## config.mk

```make
export PLATFORM = sky130hd
export DESIGN_NAME = mux_scan_serializer
export DESIGN_NICKNAME = d
export VERILOG_FILES = /design/src/rtl/mux_scan_pkg.sv /design/src/rtl/mux_8x1.sv /design/src/rtl/mux_scan_serializer.sv
export SDC_FILE = /design/constraint.sdc
export NUM_CORES = 1
export LEC_CHECK = 0
export CELL_PAD_IN_SITES_DETAIL_PLACEMENT = 1
export CELL_PAD_IN_SITES_GLOBAL_PLACEMENT = 2
export CORE_ASPECT_RATIO = 1.25
export CORE_MARGIN = 2
export CORE_UTILIZATION = 27
export CTS_BUF_LIST = sky130_fd_sc_hd__clkbuf_16
export CTS_CLUSTER_DIAMETER = 60
export DETAILED_ROUTE_END_ITERATION = 8
export PLACE_DENSITY = 0.81
export SLEW_MARGIN = 20
export SYNTH_ARGS = -nofsm -noshare
export SYNTH_HDL_FRONTEND = slang
export SYNTH_SLANG_ARGS = --single-unit
```

## constraint.sdc

```tcl
create_clock -name clk -period 1.3 [get_ports clk]
set_input_delay 0.26 -clock clk [delete_from_list [all_inputs] [get_ports clk]]
set_output_delay 0.26 -clock clk [all_outputs]
set_load 0.01 [all_outputs]
```

## src/rtl/mux_scan_pkg.sv

```systemverilog
// Shared types and constants for the mux scan serializer.
// Frame length depends on MUX_SCAN_PARITY_EN (see mux_scan_serializer).
package mux_scan_pkg;

  localparam int unsigned SEL_W  = 3;
  localparam int unsigned DATA_W = 8;

  typedef enum logic [1:0] {
    IDLE  = 2'd0,
    SHIFT = 2'd1,
    PAR   = 2'd2
  } state_t;

  // Start position of the select counter for a given bit order.
  function automatic logic [SEL_W-1:0] sel_start(input bit dir);
    return dir ? 3'd7 : 3'd0;
  endfunction

  // Step is applied modulo 8, so MSB-first uses +7 (i.e. -1).
  function automatic logic [SEL_W-1:0] sel_step(input bit dir);
    return dir ? 3'd7 : 3'd1;
  endfunction

endpackage

```

## src/rtl/mux_8x1.sv

```systemverilog
// Purely combinational 8:1 bit selector.
module mux_8x1
  import mux_scan_pkg::*;
(
  input  logic [DATA_W-1:0] in,
  input  logic [SEL_W-1:0]  sel,
  output logic              out
);

  assign out = in[sel];

endmodule

```

## src/rtl/mux_scan_serializer.sv

```systemverilog
// Byte-to-bit serializer: holds an accepted byte and scans it out through an 8:1 mux.
// Optional MUX_SCAN_PARITY_EN appends an even-parity beat after the 8 data beats.
module mux_scan_serializer
  import mux_scan_pkg::*;
#(
  parameter int unsigned DIR        = 0,
  parameter logic        IDLE_LEVEL = 1'b0
) (
  input  logic       clk,
  input  logic       rst,
  input  logic [7:0] in_data,
  input  logic       in_valid,
  output logic       in_ready,
  output logic       ser_out,
  output logic       ser_valid,
  input  logic       ser_ready,
  output logic       ser_first,
  output logic       ser_last,
  output logic       busy
);

  localparam logic [SEL_W-1:0] SEL_START = sel_start(DIR != 0);
  localparam logic [SEL_W-1:0] SEL_STEP  = sel_step(DIR != 0);
  localparam logic [3:0]       LAST_DATA = 4'd7;

  state_t            r_state;
  state_t            w_state_nxt;
  logic [DATA_W-1:0] r_hold;
  logic [SEL_W-1:0]  r_sel;
  logic [3:0]        r_cnt;
  logic              w_bit;
  logic              w_accept;
  logic              w_xfer;
  logic              w_last_data;
  logic              w_frame_end;

  mux_8x1 u_mux (
    .in  (r_hold),
    .sel (r_sel),
    .out (w_bit)
  );

  assign w_accept    = (r_state == IDLE) && in_valid;
  assign w_xfer      = ser_valid && ser_ready;
  assign w_last_data = (r_state == SHIFT) && (r_cnt == LAST_DATA);
`ifdef MUX_SCAN_PARITY_EN
  assign w_frame_end = w_xfer && (r_state == PAR);
`else
  assign w_frame_end = w_xfer && w_last_data;
`endif

  always_ff @(posedge clk or posedge rst) begin
    if (rst) begin
      r_state <= IDLE;
    end else begin
      r_state <= w_state_nxt;
    end
  end

  always_comb begin
    w_state_nxt = r_state;
    case (r_state)
      IDLE: begin
        if (in_valid) w_state_nxt = SHIFT;
      end
      SHIFT: begin
`ifdef MUX_SCAN_PARITY_EN
        if (w_xfer && w_last_data) w_state_nxt = PAR;
`else
        if (w_xfer && w_last_data) w_state_nxt = IDLE;
`endif
      end
      PAR: begin
        if (w_xfer) w_state_nxt = IDLE;
      end
      default: w_state_nxt = IDLE;
    endcase
  end

  // After the last data beat the modulo-8 step lands back on SEL_START,
  // so the parity beat needs no explicit select reload.
  always_ff @(posedge clk or posedge rst) begin
    if (rst) begin
      r_hold <= '0;
      r_sel  <= SEL_START;
      r_cnt  <= '0;
    end else if (w_accept) begin
      r_hold <= in_data;
      r_sel  <= SEL_START;
      r_cnt  <= '0;
    end else if (w_frame_end) begin
      r_sel  <= SEL_START;
      r_cnt  <= '0;
    end else if (w_xfer) begin
      r_sel  <= r_sel + SEL_STEP;
      r_cnt  <= r_cnt + 4'd1;
    end
  end

  always_comb begin
    in_ready  = 1'b0;
    ser_valid = 1'b0;
    ser_out   = IDLE_LEVEL;
    ser_first = 1'b0;
    ser_last  = 1'b0;
    busy      = 1'b1;
    case (r_state)
      IDLE: begin
        in_ready = 1'b1;
        busy     = 1'b0;
      end
      SHIFT: begin
        ser_valid = 1'b1;
        ser_out   = w_bit;
        ser_first = (r_cnt == '0);
`ifdef MUX_SCAN_PARITY_EN
        ser_last  = 1'b0;
`else
        ser_last  = w_last_data;
`endif
      end
`ifdef MUX_SCAN_PARITY_EN
      PAR: begin
        ser_valid = 1'b1;
        ser_out   = ^r_hold;
        ser_last  = 1'b1;
      end
`endif
      default: begin
        busy = 1'b0;
      end
    endcase
  end

endmodule

```

==> results of run 1 <==
-- worst max-delay path: stages, from the launching register on --
cell	delay, ns
sky130_fd_sc_hd__dfrtp_1	0.38
sky130_fd_sc_hd__mux4_2	0.52
sky130_fd_sc_hd__nor2_2	0.10
sky130_fd_sc_hd__a311oi_2	0.04
sky130_fd_sc_hd__buf_2	0.15
-- registers in the layout (all words and copies together), names as in the netlist --
| signal | flops |
|---|---|
| r_cnt | 4 |
| r_hold | 8 |
| r_sel | 3 |
| r_state | 1 |
-- report_power, final --
group	switching, mW	leakage, nW	internal [mW]
Sequential	0.179	0.194	0.729
Clock	0.194	0.0370	0.404
Combinational	0.556	0.386	0.790
Total	0.928	0.617	1.92
-- timing repair --
| item | CTS | global route |
|---|---|---|
| buffers inserted | 4 | 2 |
| setup endpoints to repair | 11 | 12 |
| pin swaps | 2 | 0 |
| endpoints found under the hold margin | 0 | 0 |
| resized for setup | 37 | 6 |
-- synth_stat cells --
library cell               number
sky130_fd_sc_hd__dfrtp_1       16
sky130_fd_sc_hd__mux2_2         9
sky130_fd_sc_hd__inv_1          7
sky130_fd_sc_hd__nand2_1        7
sky130_fd_sc_hd__o21ai_0        5
sky130_fd_sc_hd__ha_1           3
sky130_fd_sc_hd__nand3_1        3
sky130_fd_sc_hd__mux2i_1        2
sky130_fd_sc_hd__nor2_1         2
sky130_fd_sc_hd__nor3_1         2
sky130_fd_sc_hd__o31ai_1        2
sky130_fd_sc_hd__a21boi_0       1
sky130_fd_sc_hd__a21oi_1        1
sky130_fd_sc_hd__a311oi_1       1
sky130_fd_sc_hd__a32o_1         1
sky130_fd_sc_hd__and3b_1        1
sky130_fd_sc_hd__buf_2          1
sky130_fd_sc_hd__buf_4          1
sky130_fd_sc_hd__mux4_2         1
sky130_fd_sc_hd__nand4_1        1
sky130_fd_sc_hd__nor4b_1        1
sky130_fd_sc_hd__o31a_1         1
sky130_fd_sc_hd__or2_2          1
sky130_fd_sc_hd__or4_1          1
-- routing by layer --
layer / up-vias / global-route usage [%] / share of wire [%]
met5: - / 0 / 0
li1: 331 / - / -
met3: 5 / 2.07 / 3.0
met2: 16 / 26.7 / 58
met4: 0 / 9.62 / 2.8
met1: 350 / 15.0 / 36
-- layout make-up --
type / count / area, sq um
Sequential cell: 16 / 402
Multi-Input combinational cell: 46 / 425
Clock buffer: 3 / 75.1
Fill cell: 326 / 1560
Tap cell: 36 / 45.0
Timing Repair Buffer: 39 / 327
Inverter: 7 / 31.3
-- stage by stage --
step                      TNS (ns)  area [sq um]
after detailed placement     -3.50          1150
after CTS                    -1.32          1280
after global placement       -3.12          1150
final                        -1.34          1310
after global routing         -1.84          1310
after floorplan             -0.222           822
-- placed cells by master, fill, tap and decap left out, drive strengths merged, types with 2 or more instances in the layout --
cell type,count
o21ai,5
nor2,2
mux2i,2
mux2,9
ha,3
clkdlybuf4s50,11
nor3,2
clkbuf,5
nand2,7
dfrtp,16
inv,7
o31ai,2
nand3,3
buf,26
-- cells by family after synthesis --
family / synth area share [%]
and+or+nand+nor: 12.1
DFF: 50.2
AOI/OAI and AO/OA: 10.0
muxes: 18.1
buffers and inverters: 4.87
adders and majority gates: 4.71
-- worst max path at each step --
stage / cells past startpoint / to / start
2_1_floorplan: 4 / r_cnt[3] / r_cnt[0]
6_report: 4 / ser_out / r_sel[0]
3_5_place_dp: 4 / ser_out / r_sel[0]
4_1_cts: 4 / ser_out / r_sel[0]
5_1_grt: 4 / ser_out / r_sel[0]
3_3_place_gp: 4 / ser_out / r_sel[0]
==> reports/metrics.cfg, run 1 <==
[drt]
drt_drc_violations_left=0
drt-total-wl_um=2150
post_drt_wl_per_cell_um=14.6
postRouteAntennaNets=0
first_pass_iters=4
drt_first_iter_violations=7
count_of_vias_placed_by_the_detailed_router=702
via_per_inst=4.78

[global_routing]
grt_pass1_vias=780
largest_net_degree_at_the_start_of_global_routing=17
globalRouteTotalUtil_pct=14.7
grt_antenna_before_repair=0
grt_first_pass_wirelength_um=3580
grt_remaining_overflow=0

[finish]
number_of_standard_cells_in_the_final_layout_excluding_fillers=147
area.growth.synth_to_final_pct=63.7
layout.core_utilization_pct=45.6
antenna-diode-count=0
post_route_cells_drive_above_1_share_pct=50.5
final_nets=128

[floorplanning]
die_h_um=64.7
floorplan.die.width_um=52.6
design.core.area_sq_um=2860
ios=18
initial_utilization_pct=27.8
fp.dieArea_sq_um=3410
cell_row_count=22

[yosys]
mappedNetlistNets=86
yosys.cell_types.count=24
synthesis.yosys.warnings=0
yosys-top-cells-area=sky130_fd_sc_hd__dfrtp_1 50%, sky130_fd_sc_hd__mux2_2 13%, sky130_fd_sc_hd__ha_1 4.7%
synthDominantAreaCellType=sky130_fd_sc_hd__dfrtp_1
synth_top_area_share_pct=50.2
synth_seq_area_share_pct=50.2
postSynthCellCount=71
mappedNetlistArea_sq_um=797
syn_area_per_cell_sq_um=11.2
ys_ff_latch=16

[timing]
period_share_pct=131
slew-limit-headroom_pct=86.0
clock.fmax_mhz=586
finalWorstSetupSlack_ns=-0.408
finalSetupViolations=9
finalWorstPathRequiredPeriod_ns=1.71
rsz0062_at_grt=true
slew_violations=0
final.hold.worst_slack_ns=0.313
finalClockSkew_ns=0.00459
worst_pin_slew_ns=0.209
timing_hold_violations_final=0

[cts]
tritoncts=done
clk_transition_reported_paths_ns=0.05
ctsLongestPathBuffers=2
cts-htree-levels=1
numClockSinks=16
tritoncts.num_buffers=3
hold_bufs_inserted_after_cts=0
clock_network_latency_to_the_later_pin_of_the_worst_skew_pair_ns=0.25
cts.root.buffer_cell=sky130_fd_sc_hd__clkbuf_16

[run_status]
outcome=finished, violations left
failed_checks=negative setup slack

[critical_path]
r2r-end=r_cnt[3]
critical_path.reg2reg.startpoint=r_cnt[0]
cp_max_fanout=2
critPathKind=register to output port
critical_path.endpoint_type=output port
regToRegSetupSlack_ns=-0.23
worst_ep_required_time_ns=1.04
reg2regPathDepth=5
critPathLaunchType=register
worstPathArrival_ns=1.45

[placed_design]
dp.cells=139
preCtsSetupSlack_ns=-0.491
dp.final_hpwl_um=1570
finalWeightedCongestion=0.772
portBuffers=17

[pwr]
power_leakage_nw=0.617
totalPowerFinal_mw=2.85
power.density_cell_area_nw_per_um2=2180
vdd_drop_max_uv=1210

[min_path]
worstHoldPathType=input port to async pin

[job]
maxCapViolations=0

No activity file was read; power rests on OpenSTA's default activity.
==> inputs of run 2 (changes only) <==
- GPL_ROUTABILITY_DRIVEN: unset -> 0
==> results of run 2 <==
Same layout as run 1: the final DEF is identical, and so are final timing and power.
